File: src/rtl/boot_loader.sv
// Boot-stream loader: takes a 16-bit big-endian word count followed by the image bytes,
// writes big-endian words to memory, then releases the CPU from reset.
module boot_loader #(
    parameter int ADDR_W = 10
) (
    input  logic              clk,
    input  logic              reset,
    input  logic              in_valid,
    input  logic [7:0]        in_data,
    output logic              in_ready,
    output logic              mem_we,
    output logic [ADDR_W-1:0] mem_addr,
    output logic [31:0]       mem_din,
    output logic              cpu_reset,
    output logic              done,
    output logic              err,
    output logic [2:0]        dbg_state
);

    // Handshake: a byte moves on a rising edge only when in_valid and in_ready are both 1.
    typedef enum logic [2:0] {
        IDLE   = 3'd0,
        LEN_HI = 3'd1,
        LEN_LO = 3'd2,
        DATA   = 3'd3,
        FLUSH  = 3'd4,
        DONE   = 3'd5,
        ERR    = 3'd6
    } state_t;

    localparam logic [31:0]   CAP     = 32'd1 << ADDR_W;
    localparam logic [ADDR_W:0] IDX_ONE = 1;

    state_t              state_q, state_d;
    logic [7:0]          len_hi_q, len_hi_d;
    logic [15:0]         n_q, n_d;
    logic [ADDR_W:0]     idx_q, idx_d;
    logic [1:0]          lane_q, lane_d;
    logic [23:0]         word_q, word_d;
    logic                mem_we_q, mem_we_d;
    logic [ADDR_W-1:0]   mem_addr_q, mem_addr_d;
    logic [31:0]         mem_din_q, mem_din_d;
    logic [15:0]         n_new;
    logic                xfer;

    assign in_ready  = (state_q == LEN_HI) || (state_q == LEN_LO) || (state_q == DATA);
    assign xfer      = in_valid && in_ready;
    assign n_new     = {len_hi_q, in_data};
    assign mem_we    = mem_we_q;
    assign mem_addr  = mem_addr_q;
    assign mem_din   = mem_din_q;
    assign done      = (state_q == DONE);
    assign cpu_reset = (state_q == DONE);
    assign err       = (state_q == ERR);
    assign dbg_state = state_q;

    always_ff @(posedge clk or negedge reset) begin
        if (!reset) begin
            state_q    <= IDLE;
            len_hi_q   <= '0;
            n_q        <= '0;
            idx_q      <= '0;
            lane_q     <= '0;
            word_q     <= '0;
            mem_we_q   <= 1'b0;
            mem_addr_q <= '0;
            mem_din_q  <= '0;
        end else begin
            state_q    <= state_d;
            len_hi_q   <= len_hi_d;
            n_q        <= n_d;
            idx_q      <= idx_d;
            lane_q     <= lane_d;
            word_q     <= word_d;
            mem_we_q   <= mem_we_d;
            mem_addr_q <= mem_addr_d;
            mem_din_q  <= mem_din_d;
        end
    end

    always_comb begin
        state_d    = state_q;
        len_hi_d   = len_hi_q;
        n_d        = n_q;
        idx_d      = idx_q;
        lane_d     = lane_q;
        word_d     = word_q;
        mem_we_d   = 1'b0;
        mem_addr_d = mem_addr_q;
        mem_din_d  = mem_din_q;
        case (state_q)
            IDLE: state_d = LEN_HI;
            LEN_HI: begin
                if (xfer) begin
                    len_hi_d = in_data;
                    state_d  = LEN_LO;
                end
            end
            LEN_LO: begin
                if (xfer) begin
                    n_d = n_new;
                    if (n_new == 16'd0) begin
                        state_d = DONE;
                    end else if ({16'd0, n_new} > CAP) begin
                        state_d = ERR;
                    end else begin
                        state_d = DATA;
                        idx_d   = '0;
                        lane_d  = 2'd0;
                    end
                end
            end
            DATA: begin
                if (xfer) begin
                    lane_d = lane_q + 2'd1;
                    word_d = {word_q[15:0], in_data};
                    if (lane_q == 2'd3) begin
                        // The write is registered, so it appears the cycle after the lane-3 byte.
                        mem_we_d   = 1'b1;
                        mem_addr_d = idx_q[ADDR_W-1:0];
                        mem_din_d  = {word_q, in_data};
                        idx_d      = idx_q + IDX_ONE;
                        if (32'(idx_q) + 32'd1 == {16'd0, n_q}) begin
                            state_d = FLUSH;
                        end
                    end
                end
            end
            FLUSH:   state_d = DONE;
            DONE:    state_d = DONE;
            ERR:     state_d = ERR;
            default: state_d = IDLE;
        endcase
    end

endmodule

File: config.mk
export PLATFORM = sky130hd
export DESIGN_NAME = boot_loader
export DESIGN_NICKNAME = d
export VERILOG_FILES = /design/src/rtl/boot_loader.sv
export SDC_FILE = /design/constraint.sdc
export NUM_CORES = 1
export LEC_CHECK = 0
export ABC_AREA = 1
export BUFFER_PORTS_ARGS = -buffer_cell sky130_fd_sc_hd__buf_4
export CAP_MARGIN = 30
export CORE_UTILIZATION = 62
export CTS_BUF_LIST = sky130_fd_sc_hd__clkbuf_16
export DETAILED_ROUTE_END_ITERATION = 6
export GPL_ROUTABILITY_DRIVEN = 0
export PLACE_DENSITY = 0.84
export SYNTH_ARGS = -nofsm -noshare
export SYNTH_HDL_FRONTEND = slang
export SYNTH_SLANG_ARGS = --single-unit
File: constraint.sdc
create_clock -name clk -period 4 [get_ports clk]
set_input_delay 0.4 -clock clk [delete_from_list [all_inputs] [get_ports clk]]
set_output_delay 0.4 -clock clk [all_outputs]
set_load 0.02 [all_outputs]
==> results of run 1 <==
==> cells by family after synthesis <==
kind of cell / Yosys count / share of synthesized area, %
simple gates: 266 / 23.9
buf+inv: 92 / 7.63
fa+ha+maj: 2 / 0.530
compound gates: 97 / 10.6
flops: 107 / 56.7
xor+xnor: 2 / 0.662
==> final timing paths <==
check	slack [ns]	end	cells past startpoint
max	1.40	idx_q[5]$_DFFE_PN0P_	9
min	0.19	mem_din[26]$_DFFE_PN0P_	1
max reg2reg	1.40	idx_q[5]$_DFFE_PN0P_	9
min reg2reg	0.48	lane_q[1]$_DFFE_PN0P_	2
max in group asynchronous	2.82	mem_din[13]$_DFFE_PN0P_	2
min in group clk	0.28	word_q[3]$_DFFE_PN0P_	3
==> state kept, by name (all words and copies together) (netlist names) <==
name       count
idx_q         11
n_q           16
mem_din       32
mem_addr      10
len_hi_q       8
dbg_state      3
mem_we         1
word_q        24
lane_q         2
==> layout make-up <==
cell class | instances | area, um2
Clock buffer | 9 | 225
Timing Repair Buffer | 64 | 493
Fill cell | 530 | 1760
Inverter | 72 | 270
Sequential cell | 107 | 2680
Tap cell | 99 | 124
Multi-Input combinational cell | 367 | 1680
Clock inverter | 7 | 53.8
==> cell usage after synthesis (all sizes together) <==
cell type,instances
inv,72
buf,10
a21oi,6
nand4,6
o21ai,90
nand2,190
dfrtp,107
nand3,28
nand3b,4
nor4,1
xor2,1
o21bai,1
ha,2
nor3,2
or2,1
xnor3,1
nor2,34
clkbuf,10
==> placed cells by master (no fill, tap or decap), types with 2 or more instances in the layout <==
master / count
sky130_fd_sc_hd__buf_4: 63
sky130_fd_sc_hd__nand2_1: 186
sky130_fd_sc_hd__nand3_2: 2
sky130_fd_sc_hd__nand3_1: 26
sky130_fd_sc_hd__clkbuf_16: 9
sky130_fd_sc_hd__nand3b_1: 4
sky130_fd_sc_hd__o21ai_1: 37
sky130_fd_sc_hd__dfrtp_1: 107
sky130_fd_sc_hd__inv_2: 5
sky130_fd_sc_hd__inv_1: 69
sky130_fd_sc_hd__o21ai_0: 53
sky130_fd_sc_hd__nand4_1: 6
sky130_fd_sc_hd__nor2_4: 4
sky130_fd_sc_hd__clkinv_4: 3
sky130_fd_sc_hd__ha_1: 2
sky130_fd_sc_hd__a21oi_1: 6
sky130_fd_sc_hd__nor2_1: 29
sky130_fd_sc_hd__nand2_2: 4
==> worst max-delay path, stage by stage (launching register included) <==
cell and delay (ns):
sky130_fd_sc_hd__dfrtp_1 0.42, sky130_fd_sc_hd__inv_2 0.09, sky130_fd_sc_hd__nor2_1 0.14, sky130_fd_sc_hd__inv_1 0.08, sky130_fd_sc_hd__nor2_1 0.20, sky130_fd_sc_hd__nand2_1 0.55, sky130_fd_sc_hd__nand2_1 0.35, sky130_fd_sc_hd__nand3_1 0.40
sky130_fd_sc_hd__nand2_1 0.17, sky130_fd_sc_hd__nand2_1 0.07
==> power groups by stage <==
stage	combinational, W	clock (W)	sequential [W]
2_1_floorplan	0.000585	0	0.00168
3_3_place_gp	0.000974	0	0.00160
3_5_place_dp	0.00102	0	0.00162
4_1_cts	0.00104	0.000834	0.00160
5_1_grt	0.00117	0.000878	0.00164
6_report	0.00104	0.000826	0.00161
==> per-stage QoR <==
| stage | area [um2] | setup slack (ns) | cells | utilization (%) | power (W) |
|---|---|---|---|---|---|
| after global placement | 5230 | 1.49 | 708 | 71.7 | 0.00258 |
| after detailed placement | 5250 | 1.49 | 709 | 72.0 | 0.00264 |
| after floorplan | 4720 | 2.32 | 566 | - | 0.00226 |
| after CTS | 5530 | 1.45 | 725 | 75.8 | 0.00348 |
| final | 5530 | 1.40 | 725 | 75.8 | 0.00347 |
| after global routing | 5530 | 1.12 | 725 | 75.8 | 0.00370 |
==> routing by layer <==
metal	track usage (%)	vias up	wire length [um]	part of all wire, %
li1	-	1895	-	-
met1	38.4	1839	4630	45
met2	45.5	128	4990	48
met3	4.89	26	461	4.5
met4	12.0	0	230	2.2
met5	0	-	0	0
==> run_summary.xml, run 1 <==
<?xml version="1.0" encoding="UTF-8"?>
<metrics>
  <group name="outcome">
    <metric name="status" unit="">finished clean</metric>
  </group>
  <group name="worst_setup_path">
    <metric name="startpoint" unit="">dbg_state[1]$_DFFE_PN0P_</metric>
    <metric name="crit-reg2reg-launch" unit="">dbg_state[1]$_DFFE_PN0P_</metric>
    <metric name="crit_path_start_kind" unit="">flop</metric>
    <metric name="timing.critical_path.fanout_max" unit="">33</metric>
    <metric name="crit_required" unit="ns">4.22</metric>
    <metric name="timing.critical_path.to_type" unit="">flop</metric>
    <metric name="worst-setup-path-type" unit="">reg -&gt; reg</metric>
    <metric name="crit_arrival" unit="ns">2.82</metric>
  </group>
  <group name="clock_network">
    <metric name="numCtsBuffers" unit="">9</metric>
    <metric name="tritoncts" unit="">built</metric>
    <metric name="cts_buffer_depth" unit="">2</metric>
    <metric name="ctsHtreeMaxLevel" unit="">3</metric>
    <metric name="cts_root_buffer" unit="">sky130_fd_sc_hd__clkbuf_16</metric>
    <metric name="cts_resized" unit="">0</metric>
    <metric name="worstSkewPairLatency" unit="ns">0.34</metric>
    <metric name="clkSinkCount" unit="">107</metric>
    <metric name="post-cts-setup-buffers" unit="">0</metric>
    <metric name="cts.hold.buffers_added" unit="">0</metric>
    <metric name="clk_pin_slew" unit="ns">0.07</metric>
  </group>
  <group name="yosys">
    <metric name="synthCells" unit="">566</metric>
    <metric name="synthesis.area_per_instance" unit="um2">8.34</metric>
    <metric name="ys_seq_elements" unit="">107</metric>
    <metric name="netlist_area" unit="um2">4720</metric>
    <metric name="netlist_top_cells_area" unit="">sky130_fd_sc_hd__dfrtp_1, sky130_fd_sc_hd__nand2_1, sky130_fd_sc_hd__o21ai_0, sky130_fd_sc_hd__inv_1, sky130_fd_sc_hd__o21ai_1</metric>
    <metric name="mappedNetlistNets" unit="">579</metric>
    <metric name="post_synth_num_cell_types" unit="">26</metric>
    <metric name="ys_seq_area_share" unit="%">56.7</metric>
    <metric name="synth_top_cell_by_area" unit="">sky130_fd_sc_hd__dfrtp_1</metric>
    <metric name="ys.warnings.count" unit="">0</metric>
    <metric name="post-synth-top-area-fraction" unit="%">56.7</metric>
  </group>
  <group name="die">
    <metric name="die_height" unit="um">89.3</metric>
    <metric name="fp.dieArea" unit="um2">7970</metric>
    <metric name="placeable_area" unit="um2">7290</metric>
    <metric name="die_w" unit="um">89.3</metric>
    <metric name="initial_utilization" unit="%">64.8</metric>
    <metric name="floorplan.io_pins" unit="">61</metric>
    <metric name="rows" unit="">31</metric>
  </group>
  <group name="grt">
    <metric name="via_count_of_the_first_global_routing_pass" unit="">3587</metric>
    <metric name="grt.overflow.total" unit="">0</metric>
    <metric name="number_of_antenna_violations_at_the_first_check_in_global_routing" unit="">0</metric>
    <metric name="grt_start_max_net_pins" unit="">76</metric>
    <metric name="grt_first_pass_wirelength" unit="um">16900</metric>
    <metric name="track_usage" unit="%">28.3</metric>
  </group>
  <group name="sta">
    <metric name="timing_hold_violations_final" unit="">0</metric>
    <metric name="setup_violations" unit="">0</metric>
    <metric name="clock-skew-final" unit="ns">0.00879</metric>
    <metric name="fmax" unit="GHz">0.385</metric>
    <metric name="hold_slack" unit="ns">0.191</metric>
    <metric name="setup_total_negative_slack" unit="ns">0</metric>
    <metric name="rsz0062_at_grt" unit="">false</metric>
    <metric name="period_share" unit="%">65.0</metric>
    <metric name="maxSlewHeadroom" unit="%">39.2</metric>
    <metric name="final_max_slew_viol_count" unit="">0</metric>
    <metric name="final_period_minus_worst_setup_slack" unit="ns">2.60</metric>
    <metric name="max_slew.worst_pin.slew" unit="ns">0.913</metric>
  </group>
  <group name="final_layout">
    <metric name="drive_gt1_share" unit="%">15.5</metric>
    <metric name="design.final.nets" unit="">634</metric>
    <metric name="area_growth_syn_to_fin" unit="%">17.1</metric>
    <metric name="total_inserted_antenna_cells" unit="">0</metric>
  </group>
  <group name="routing">
    <metric name="drt_pre_antenna_iters" unit="">5</metric>
    <metric name="route.detailed.wl_per_inst" unit="um">14.2</metric>
    <metric name="wirelength" unit="um">10300</metric>
    <metric name="detail_route.drc_violations" unit="">0</metric>
    <metric name="detailedRoute.firstIterationViolations" unit="">335</metric>
    <metric name="detail_routed_via_count_per_cell" unit="">5.36</metric>
    <metric name="vias" unit="">3888</metric>
    <metric name="drt.antenna.violating_nets" unit="">0</metric>
  </group>
  <group name="power_and_ir_drop">
    <metric name="internal_power" unit="W">0.00221</metric>
    <metric name="swShare" unit="%">36.3</metric>
    <metric name="leakage" unit="nW">2.79</metric>
    <metric name="netSwitchingPower" unit="W">0.00126</metric>
    <metric name="combinationalPowerShare" unit="%">29.9</metric>
    <metric name="p_clk_share" unit="%">23.8</metric>
    <metric name="seq_power_share" unit="%">46.3</metric>
    <metric name="vdd.ir_drop.worst" unit="uV">336</metric>
    <metric name="power.density_cell_area" unit="nW/um2">628</metric>
  </group>
  <group name="job">
    <metric name="cap_violations" unit="">0</metric>
  </group>
  <group name="placed_design">
    <metric name="place.port_buffers" unit="">60</metric>
    <metric name="dp.final_hpwl" unit="um">6900</metric>
  </group>
  <group name="hold_path">
    <metric name="timing.hold.worst.class" unit="">in -&gt; async</metric>
  </group>
</metrics>
Power figures use the tool's default switching activity.
==> inputs of run 2 (changes only) <==
- CORE_UTILIZATION: 62 -> 57
- PLACE_DENSITY: 0.84 -> 0.78
- clock period: 4 -> 2.53 ns (I/O delays scaled with it)
==> run 2 against run 1 <==
  * Die area rose by 8.6%
  * Cell count rose by 0.97%
  * Sequential share of layout area fell by 0.31 points
  * Highest routed layer unchanged
==> run_summary.xml, run 2 (synthesized netlist as in run 1, its figures left out) <==
<?xml version="1.0" encoding="UTF-8"?>
<metrics>
  <group name="power_and_ir_drop">
    <metric name="seq_power_share" unit="%">46.8</metric>
    <metric name="combinationalPowerShare" unit="%">29.4</metric>
    <metric name="netSwitchingPower" unit="W">0.00198</metric>
    <metric name="p_clk_share" unit="%">23.8</metric>
    <metric name="vdd.ir_drop.worst" unit="uV">481</metric>
    <metric name="leakage" unit="nW">2.81</metric>
    <metric name="internal_power" unit="W">0.00350</metric>
    <metric name="swShare" unit="%">36.1</metric>
    <metric name="power.density_cell_area" unit="nW/um2">985</metric>
  </group>
  <group name="final_layout">
    <metric name="layout.filler_cells" unit="">613</metric>
    <metric name="final_cell_mix" unit="">sky130_fd_sc_hd__nand2_1, sky130_fd_sc_hd__dfrtp_1, sky130_fd_sc_hd__inv_1</metric>
    <metric name="drive_gt1_share" unit="%">15.9</metric>
    <metric name="multiInputGateArea" unit="um2">1680</metric>
    <metric name="sequential_cell_area" unit="um2">2680</metric>
    <metric name="stdcell_area" unit="um2">5560</metric>
    <metric name="area_growth_syn_to_fin" unit="%">17.8</metric>
    <metric name="total_inserted_antenna_cells" unit="">0</metric>
    <metric name="largest_reg_flops" unit="">32</metric>
    <metric name="design.final.nets" unit="">638</metric>
    <metric name="mostFrequentLayoutCell" unit="">sky130_fd_sc_hd__nand2_1</metric>
    <metric name="layout.cells.non_filler" unit="">732</metric>
  </group>
  <group name="worst_setup_path">
    <metric name="timing.critical_path.to_type" unit="">flop</metric>
    <metric name="worstPathCellList" unit="">ha_1 &gt; nand2_2 &gt; nor2_1 &gt; nand2_1 &gt; nand3b_1 &gt; nand2_1 &gt; nor2_2 &gt; nand3_2 &gt; o21bai_4 &gt; nand2_2 &gt; nand2_1 &gt; nand2_1</metric>
    <metric name="crit_required" unit="ns">2.76</metric>
    <metric name="worst_path_most_repeated_cell" unit="">sky130_fd_sc_hd__nand2_1</metric>
    <metric name="worst-setup-path-type" unit="">reg -&gt; reg</metric>
    <metric name="timing.critical_path.fanout_max" unit="">6</metric>
    <metric name="crit_arrival" unit="ns">2.33</metric>
    <metric name="crit_path_start_kind" unit="">flop</metric>
    <metric name="crit_path_top_delay_cell" unit="">sky130_fd_sc_hd__dfrtp_1</metric>
    <metric name="critPathMaxStageDelay" unit="ns">0.48</metric>
  </group>
  <group name="routing">
    <metric name="route.detailed.wl_per_inst" unit="um">14.2</metric>
    <metric name="vias" unit="">3800</metric>
    <metric name="detailedRoute.firstIterationViolations" unit="">253</metric>
    <metric name="detail_routed_via_count_per_cell" unit="">5.19</metric>
    <metric name="wirelength" unit="um">10400</metric>
    <metric name="drt.antenna.violating_nets" unit="">0</metric>
    <metric name="detail_route.drc_violations" unit="">0</metric>
    <metric name="drt_pre_antenna_iters" unit="">5</metric>
  </group>
  <group name="clock_network">
    <metric name="tritoncts" unit="">built</metric>
    <metric name="numCtsBuffers" unit="">9</metric>
    <metric name="clk_pin_slew" unit="ns">0.07</metric>
    <metric name="post-cts-setup-buffers" unit="">0</metric>
    <metric name="cts_buffer_depth" unit="">2</metric>
    <metric name="worstSkewPairLatency" unit="ns">0.34</metric>
    <metric name="ctsHtreeMaxLevel" unit="">3</metric>
    <metric name="clkSinkCount" unit="">107</metric>
    <metric name="cts_root_buffer" unit="">sky130_fd_sc_hd__clkbuf_16</metric>
  </group>
  <group name="sta">
    <metric name="postLayoutSetupSlackWorst" unit="ns">0.431</metric>
    <metric name="max_slew.worst_pin.slew" unit="ns">0.639</metric>
    <metric name="setup_violations" unit="">0</metric>
    <metric name="final_period_minus_worst_setup_slack" unit="ns">2.10</metric>
    <metric name="timing_hold_violations_final" unit="">0</metric>
    <metric name="fmax" unit="GHz">0.476</metric>
    <metric name="final_max_slew_viol_count" unit="">0</metric>
    <metric name="period_share" unit="%">83.0</metric>
    <metric name="clock-skew-final" unit="ns">0.00667</metric>
    <metric name="rsz0062_at_grt" unit="">false</metric>
    <metric name="setup_total_negative_slack" unit="ns">0</metric>
    <metric name="maxSlewHeadroom" unit="%">57.4</metric>
  </group>
  <group name="placed_design">
    <metric name="placed_cells" unit="">715</metric>
    <metric name="dp.final_hpwl" unit="um">7090</metric>
    <metric name="placedInstanceArea" unit="um2">5280</metric>
    <metric name="place.port_buffers" unit="">60</metric>
    <metric name="pre_cts_slack" unit="ns">0.449</metric>
  </group>
  <group name="die">
    <metric name="placeable_area" unit="um2">7890</metric>
    <metric name="initial_utilization" unit="%">59.9</metric>
    <metric name="floorplan.io_pins" unit="">61</metric>
    <metric name="rows" unit="">32</metric>
    <metric name="die_w" unit="um">93.0</metric>
    <metric name="fp.dieArea" unit="um2">8650</metric>
    <metric name="die_height" unit="um">93.0</metric>
  </group>
  <group name="grt">
    <metric name="number_of_antenna_violations_at_the_first_check_in_global_routing" unit="">0</metric>
    <metric name="grt_first_pass_wirelength" unit="um">17200</metric>
    <metric name="grt_start_max_net_pins" unit="">55</metric>
    <metric name="grt.overflow.total" unit="">0</metric>
    <metric name="via_count_of_the_first_global_routing_pass" unit="">3581</metric>
    <metric name="track_usage" unit="%">26.0</metric>
  </group>
  <group name="job">
    <metric name="cap_violations" unit="">0</metric>
  </group>
  <group name="outcome">
    <metric name="status" unit="">finished clean</metric>
  </group>
  <group name="hold_path">
    <metric name="timing.hold.worst.class" unit="">in -&gt; reg</metric>
  </group>
</metrics>
## run 2: worst max-delay path, delay by kind of cell (launching register included)
kind            cells  cell delay, ns
fa+ha+maj           1            0.25
flops               1            0.48
compound gates      1            0.15
simple gates       10            1.11
## run 2: power by group through the flow
stage	combinational, W	clock (W)	sequential [W]
floorplan	0.000926	0	0.00265
global placement	0.00154	0	0.00256
detailed placement	0.00159	0	0.00258
CTS	0.00162	0.00132	0.00255
global route	0.00183	0.00139	0.00262
finish	0.00161	0.00131	0.00256
## run 2: layer usage
metal | track usage, % | share of wire (%) | routed length (um)
met5 | 0 | 0 | 0
met4 | 9.36 | 1.4 | 147
met3 | 3.98 | 4.8 | 499
met2 | 41.1 | 48 | 5000
met1 | 36.8 | 46 | 4720
## run 2: worst paths after layout
check,from,end,slack [ns],cells after the start
worst min-delay path,in_data[6],word_q[6]$_DFFE_PN0P_,0.13,3
worst min register to register,mem_addr[1]$_DFFE_PN0P_,mem_addr[1]$_DFFE_PN0P_,0.48,2
min in group asynchronous,reset,mem_din[26]$_DFFE_PN0P_,0.47,2
worst max-delay path,idx_q[0]$_DFFE_PN0P_,dbg_state[0]$_DFFE_PN0P_,0.43,12
worst max register to register,idx_q[0]$_DFFE_PN0P_,dbg_state[0]$_DFFE_PN0P_,0.43,12
max in group asynchronous,reset,n_q[9]$_DFFE_PN0P_,1.33,3
## run 2: final cells by class
| type | count | share of cell area, % |
|---|---|---|
| sequential | 107 | 48.1 |
| multi-input combinational | 367 | 30.3 |
| timing repair buffer | 68 | 9.45 |
| inverter | 72 | 4.86 |
| clock buffer | 9 | 4.05 |
| tap | 102 | 2.29 |
| clock inverter | 7 | 0.945 |
## run 2: timing repair
item / CTS / global route
endpoints found under the hold margin: 50 / 0
hold buffers: 1 / 0
gates resized for setup: 0 / 0
## run 2: stage by stage
stage	utilization, %	hold slack (ns)	total power [W]
4_1_cts	70.5	0.126	0.00550
2_1_floorplan	-	-0.0426	0.00358
6_report	70.5	0.126	0.00548
3_3_place_gp	66.9	0.313	0.00409
5_1_grt	70.5	0.124	0.00584
3_5_place_dp	66.9	0.320	0.00417
